--- config.mk ---
export PLATFORM = sky130hd
export DESIGN_NAME = svi_rr_write_arbiter_flat
export DESIGN_NICKNAME = d
export VERILOG_FILES = /design/src/rtl/svi_rr_write_arbiter_if.sv /design/src/rtl/svi_rr_write_arbiter.sv /design/src/flat_wrapper.sv
export SDC_FILE = /design/constraint.sdc
export NUM_CORES = 1
export LEC_CHECK = 0
export ABC_AREA = 1
export CORE_ASPECT_RATIO = 0.6
export CORE_MARGIN = 5
export CORE_UTILIZATION = 30
export CTS_CLUSTER_SIZE = 28
export DETAILED_ROUTE_END_ITERATION = 8
export GPL_ROUTABILITY_DRIVEN = 0
export PLACE_DENSITY_LB_ADDON = 0.05
export SLEW_MARGIN = 5
export SYNTH_ARGS = -nofsm -noshare
export SYNTH_HDL_FRONTEND = slang
export SYNTH_SLANG_ARGS = --single-unit
--- constraint.sdc ---
create_clock -name i_clk -period 2.4 [get_ports i_clk]
set_clock_uncertainty 0.1 [all_clocks]
set_input_delay 0.72 -clock i_clk [delete_from_list [all_inputs] [get_ports i_clk]]
set_output_delay 0.72 -clock i_clk [all_outputs]
set_load 0.005 [all_outputs]
--- src/rtl/svi_rr_write_arbiter_if.sv ---
// Requester-side bus of the round-robin write arbiter: request/lock/data in, grant and
// shared-register state out.
interface svi_rr_write_arbiter_if #(
  parameter int unsigned N_REQ = 4,
  parameter int unsigned W     = 8
);
  localparam int unsigned IW = $clog2(N_REQ);

  logic [N_REQ-1:0]   i_req;
  logic [N_REQ-1:0]   i_lock;
  logic [N_REQ*W-1:0] i_wdata;
  logic [N_REQ-1:0]   o_gnt;
  logic [IW-1:0]      o_owner;
  logic [W-1:0]       o_q;
  logic               o_busy;
  logic               o_timeout;

  modport master (
    output i_req, i_lock, i_wdata,
    input  o_gnt, o_owner, o_q, o_busy, o_timeout
  );

  modport slave (
    input  i_req, i_lock, i_wdata,
    output o_gnt, o_owner, o_q, o_busy, o_timeout
  );
endinterface

--- src/rtl/svi_rr_write_arbiter.sv ---
// Round-robin arbiter owning one shared write register, with optional burst lock.
// Define RR_ARB_LOCK_TIMEOUT_EN to bound LOCK at LOCK_MAX cycles with a forced release.
module svi_rr_write_arbiter #(
  parameter int unsigned N_REQ    = 4,
  parameter int unsigned W        = 8,
  parameter int unsigned LOCK_MAX = 16
) (
  input logic                   i_clk,
  input logic                   i_rst,
  svi_rr_write_arbiter_if.slave bus
);
  localparam int unsigned IW = $clog2(N_REQ);

  if (N_REQ < 2 || N_REQ > 8 || LOCK_MAX < 1) begin : g_param_check
    $error("svi_rr_write_arbiter: N_REQ must be 2..8 and LOCK_MAX at least 1");
  end

  typedef enum logic [1:0] {StIdle, StGnt, StLock} state_e;

  state_e           state_q;
  logic [IW-1:0]    ptr_q;
  logic [N_REQ-1:0] gnt_q;
  logic [IW-1:0]    owner_q;
  logic [W-1:0]     q_q;
  logic             busy_q;

  logic [W-1:0]     wdata_arr [N_REQ];
  logic [IW-1:0]    win_idx;
  logic [IW-1:0]    ptr_next;
  logic             win_valid;
  logic             owner_hold;

  for (genvar k = 0; k < N_REQ; k++) begin : g_unpack
    assign wdata_arr[k] = bus.i_wdata[k*W +: W];
  end

  // First requester at or after ptr, wrapping; deliberately blind to i_lock.
  always_comb begin
    int unsigned idx;
    win_idx   = '0;
    win_valid = 1'b0;
    idx       = 0;
    for (int unsigned i = 0; i < N_REQ; i++) begin
      idx = 32'(ptr_q) + i;
      if (idx >= N_REQ) idx = idx - N_REQ;
      if (!win_valid && bus.i_req[IW'(idx)]) begin
        win_valid = 1'b1;
        win_idx   = IW'(idx);
      end
    end
  end

  assign ptr_next   = (win_idx == IW'(N_REQ - 1)) ? '0 : win_idx + IW'(1);
  assign owner_hold = bus.i_req[owner_q] && bus.i_lock[owner_q];

`ifdef RR_ARB_LOCK_TIMEOUT_EN
  localparam int unsigned CW = $clog2(LOCK_MAX + 1);
  logic [CW-1:0] lock_cnt_q;
  logic          timeout_q;
  assign bus.o_timeout = timeout_q;
`else
  assign bus.o_timeout = 1'b0;
`endif

  always_ff @(posedge i_clk) begin
    if (i_rst) begin
      state_q    <= StIdle;
      ptr_q      <= '0;
      gnt_q      <= '0;
      owner_q    <= '0;
      q_q        <= '0;
      busy_q     <= 1'b0;
`ifdef RR_ARB_LOCK_TIMEOUT_EN
      lock_cnt_q <= '0;
      timeout_q  <= 1'b0;
`endif
    end else begin
`ifdef RR_ARB_LOCK_TIMEOUT_EN
      timeout_q <= 1'b0;
`endif
      unique case (state_q)
        StIdle: begin
          if (win_valid) begin
            gnt_q   <= N_REQ'(1) << win_idx;
            owner_q <= win_idx;
            q_q     <= wdata_arr[win_idx];
            ptr_q   <= ptr_next;
            busy_q  <= 1'b1;
            state_q <= StGnt;
          end
        end
        StGnt: begin
          if (owner_hold) begin
            q_q        <= wdata_arr[owner_q];
            state_q    <= StLock;
`ifdef RR_ARB_LOCK_TIMEOUT_EN
            lock_cnt_q <= CW'(1);
`endif
          end else begin
            gnt_q   <= '0;
            busy_q  <= 1'b0;
            state_q <= StIdle;
          end
        end
        StLock: begin
          if (owner_hold) begin
`ifdef RR_ARB_LOCK_TIMEOUT_EN
            if (lock_cnt_q == CW'(LOCK_MAX)) begin
              gnt_q     <= '0;
              busy_q    <= 1'b0;
              timeout_q <= 1'b1;
              state_q   <= StIdle;
            end else begin
              q_q        <= wdata_arr[owner_q];
              lock_cnt_q <= lock_cnt_q + CW'(1);
            end
`else
            q_q <= wdata_arr[owner_q];
`endif
          end else begin
            // Exit edge leaves the shared register untouched.
            gnt_q   <= '0;
            busy_q  <= 1'b0;
            state_q <= StIdle;
          end
        end
        default: state_q <= StIdle;
      endcase
    end
  end

  assign bus.o_gnt   = gnt_q;
  assign bus.o_owner = owner_q;
  assign bus.o_q     = q_q;
  assign bus.o_busy  = busy_q;
endmodule

--- src/flat_wrapper.sv ---
// flat-port wrapper written by rule: the top's interface ports become plain ports
module svi_rr_write_arbiter_flat 
#(
  parameter int unsigned N_REQ    = 4,
  parameter int unsigned W        = 8,
  parameter int unsigned LOCK_MAX = 16
)
  (i_clk, i_rst, bus_i_req, bus_i_lock, bus_i_wdata, bus_o_gnt, bus_o_owner, bus_o_q, bus_o_busy, bus_o_timeout);
  svi_rr_write_arbiter_if #(.N_REQ(N_REQ), .W(W)) bus_i ();
  input logic i_clk;
  input logic i_rst;
  input wire logic [$bits(bus_i.i_req)-1:0] bus_i_req;
  input wire logic [$bits(bus_i.i_lock)-1:0] bus_i_lock;
  input wire logic [$bits(bus_i.i_wdata)-1:0] bus_i_wdata;
  output wire logic [$bits(bus_i.o_gnt)-1:0] bus_o_gnt;
  output wire logic [$bits(bus_i.o_owner)-1:0] bus_o_owner;
  output wire logic [$bits(bus_i.o_q)-1:0] bus_o_q;
  output wire logic [$bits(bus_i.o_busy)-1:0] bus_o_busy;
  output wire logic [$bits(bus_i.o_timeout)-1:0] bus_o_timeout;
  assign bus_i.i_req = bus_i_req;
  assign bus_i.i_lock = bus_i_lock;
  assign bus_i.i_wdata = bus_i_wdata;
  assign bus_o_gnt = bus_i.o_gnt;
  assign bus_o_owner = bus_i.o_owner;
  assign bus_o_q = bus_i.o_q;
  assign bus_o_busy = bus_i.o_busy;
  assign bus_o_timeout = bus_i.o_timeout;
  svi_rr_write_arbiter #(.N_REQ(N_REQ), .W(W), .LOCK_MAX(LOCK_MAX)) u_core (.i_clk(i_clk), .i_rst(i_rst), .bus(bus_i));
endmodule
==> results of run 1 <==
[through the flow]
stage / utilization [%] / setup TNS (ns) / power (µW)
after global placement: 44.2 / -5.30 / 3680
after floorplan: - / 0 / 2560
after detailed placement: 44.2 / -5.54 / 3680
final: 46.3 / 0 / 4150
after global routing: 46.3 / -0.00225 / 4560
after CTS: 45.9 / 0 / 4120
[what timing repair did]
item,in CTS,in global routing
gates cloned,0,0
pin swaps,8,3
buffers inserted,4,0
resized for setup,14,6
setup endpoints to repair,15,10
hold buffers,0,0
[layer usage]
layer,global-route usage (%),routed length [µm]
met5,0,0
met2,24.7,2630
met4,2.00,42
met3,3.58,591
met1,24.6,3420
[where the power goes]
group          switching [µW]  internal, µW  total, µW
sequential               94.6           447        542
combinational            1910          1480       3390
clock                     111           115        226
[flip-flops by register name (all words and copies together) (netlist names)]
| register | cells |
|---|---|
| u_core.bus.o_q | 8 |
| u_core.bus.o_gnt | 4 |
| u_core.state_q | 2 |
| u_core.bus.o_owner | 2 |
| u_core.bus.o_busy | 1 |
| u_core.ptr_q | 2 |
[cells by family (layout without fill, tap and decap cells)]
kind of cell	Yosys count	in the layout	synth area share [%]
AND/OR/NAND/NOR	173	173	48.6
AO/OA/AOI/OAI	49	49	15.4
buffers and inverters	44	124	10.8
flip-flops	19	19	19.8
adder cells (fa/ha/maj)	8	8	5.22
other	1	1	0.195
[worst max path at each step]
stage / startpoint / to / slack [ns] / depth (start not counted)
2_1_floorplan: bus_i_req[3] / u_core.ptr_q[1] / 0.09 / 12
3_3_place_gp: bus_i_req[2] / u_core.bus.o_q[1] / -0.42 / 14
3_5_place_dp: bus_i_req[2] / u_core.bus.o_q[1] / -0.44 / 14
4_1_cts: bus_i_req[2] / u_core.bus.o_q[5] / 0.10 / 17
5_1_grt: bus_i_req[2] / u_core.bus.o_q[5] / -0.002 / 15
6_report: bus_i_req[2] / u_core.bus.o_gnt[2] / 0.12 / 14
[critical path, stage by stage]
cell and delay (ns):
dlygate4sd2_1 0.24, buf_4 0.13, nand2_1 0.05, nand2_1 0.06
nand2_2 0.09, nand2_4 0.07, nor2_8 0.12, nand4_1 0.11
nand2_2 0.15, clkinv_4 0.12, buf_12 0.15, ha_1 0.18
nand2_1 0.08, a21oi_2 0.05
[cell usage after synthesis]
master    number  area share, %
o22ai_1        8            2.6
nand4_1       17            5.5
o21ai_2        2           0.91
nand2_2       18            5.9
a211oi_2       1           0.65
conb_1         1           0.20
inv_1         20            3.9
nand3_4        2            1.8
clkinv_1       4           0.78
buf_4          1           0.39
inv_2          6            1.2
dfxtp_1       19             20
buf_2          4            1.0
o21ai_0       19            5.0
buf_1          1           0.20
inv_4          1           0.33
nand4_2        1           0.65
nand3_2       11            5.7
nand3_1       35            9.1
clkbuf_1       4           0.78
buf_6          2            1.2
o21a_1         8            3.1
a211oi_1       2           0.78
nor2_8         1            1.0
nor2_4         1           0.59
ha_1           8            5.2
buf_12         1            1.0
a21oi_1        9            2.3
nor2_1        18            3.5
nand2_4        3            1.8
nand2_1       66             13
[area by class of cell]
type / count / share of cell area (%)
clock inverters: 1 / 0.175
flip-flops and latches: 19 / 13.3
inverters: 31 / 4.38
repair buffers: 89 / 28.7
clock buffers: 3 / 1.45
multi-input cells: 231 / 48.3
well taps: 84 / 3.68
==> impl_metrics.env, run 1 <==
export IMPL_synth_avg_cell_area_um2=6.53
export IMPL_cts_root_buf="clkbuf_8"
export IMPL_min_period_ns=2.28
export IMPL_cts_sinks=19
export IMPL_status="finished, final reports clean"
export IMPL_wl_um=6680
export IMPL_fin_ws_ns=0.122
export IMPL_slew_viol_final=0
export IMPL_final_antenna_net_count=0
export IMPL_powerDensity_nw_per_um2=1450
export IMPL_stdcell_count=458
export IMPL_die_area_um2=8150
export IMPL_final_nets=425
export IMPL_setup_violations=0
export IMPL_cts_buffers=3
export IMPL_n_antenna_cell=0
export IMPL_placed_cells=450
export IMPL_pre_cts_ws_ns=-0.440
export IMPL_holdCritPathClass="reg -> reg"
export IMPL_stdcell_area_um2=2860
export IMPL_whs_endpoint="u_core.bus.o_gnt[1]"
export IMPL_synth_area_um2=1920
export IMPL_core_area_um2=6170
export IMPL_maxCapViolations=0
export IMPL_startpoint_type="primary input"
export IMPL_grt_max_degree=17
export IMPL_start_util_pct=31.1
export IMPL_grt_pass1_wl_um=10900
export IMPL_area_delta_synth_final_pct=48.8
export IMPL_grt_pass1_vias=2193
export IMPL_min_from="u_core.bus.o_gnt[1]"
export IMPL_firstDrtPassIters=4
export IMPL_end_kind="register"
export IMPL_fp_row_count=22
export IMPL_drc=0
export IMPL_clk_pin_slew_ns=0.07
export IMPL_crit_type="in -> reg"
export IMPL_cts_buffer_depth=2
export IMPL_rr_endpoint="u_core.bus.o_gnt[2]"
export IMPL_dieWidth_um=113
export IMPL_numPortBuffers=56
export IMPL_fillers=646
export IMPL_rsz0062_at_grt="yes"
export IMPL_multi_input_area_um2=1380
export IMPL_vias=2240
export IMPL_mostFrequentLayoutCell="nand2_1"
export IMPL_cp_required_ns=2.46
export IMPL_synthesis_yosys_warnings=0
export IMPL_rr_worst_depth=13
export IMPL_period_share_pct=94.9
export IMPL_grt_antenna_before_repair=0
export IMPL_clk_latency_ns=0.26
export IMPL_ys_ff_latch=19
export IMPL_cp_max_fo=6
export IMPL_p_leak_uw=0.00129
export IMPL_r2r_start="u_core.ptr_q[1]"
export IMPL_drtIter0Drc=111
export IMPL_pin_count=58
export IMPL_dpl_hpwl_um=5180
export IMPL_cts_tree="done"
export IMPL_grtUsageTotal_pct=16.4
export IMPL_synth_nets=344
export IMPL_drive_gt1_share_pct=25.7
export IMPL_dpl_instance_area_um2=2730
export IMPL_peakVddDrop_mv=0.628
export IMPL_htree_levels=1
export IMPL_fin_hold_ws_ns=0.364
export IMPL_reg2reg_setup_slack_ns=0.33
export IMPL_mostFrequentLayoutCells="63 x nand2_1, 52 x clkdlybuf4s50_1, 31 x nand3_1, 31 x buf_4, 21 x nand2_2"
export IMPL_synthCells=294
export IMPL_synth_seq_area_share_pct=19.8
export IMPL_hold_depth=2
export IMPL_clock_fmax_mhz=439
export IMPL_finalHoldViolCount=0
export IMPL_regArea_um2=380
export IMPL_arrival_ns=2.33
export IMPL_synth_distinct_cells=31
export IMPL_grt_overflow_total=0
export IMPL_vias_per_cell=4.89
export IMPL_die_y_um=72.0
export IMPL_wl_per_cell_um=14.6
Note: power is estimated with default switching activity, not from simulation.
==> run 2, diff against run 1 <==
--- a/config.mk
+++ b/config.mk
@@ -13,7 +13,6 @@
 export DETAILED_ROUTE_END_ITERATION = 8
 export GPL_ROUTABILITY_DRIVEN = 0
 export PLACE_DENSITY_LB_ADDON = 0.05
-export SLEW_MARGIN = 5
 export SYNTH_ARGS = -nofsm -noshare
 export SYNTH_HDL_FRONTEND = slang
 export SYNTH_SLANG_ARGS = --single-unit
==> results of run 2 <==
The final DEF is identical to that of run 1; final timing and power are the same.
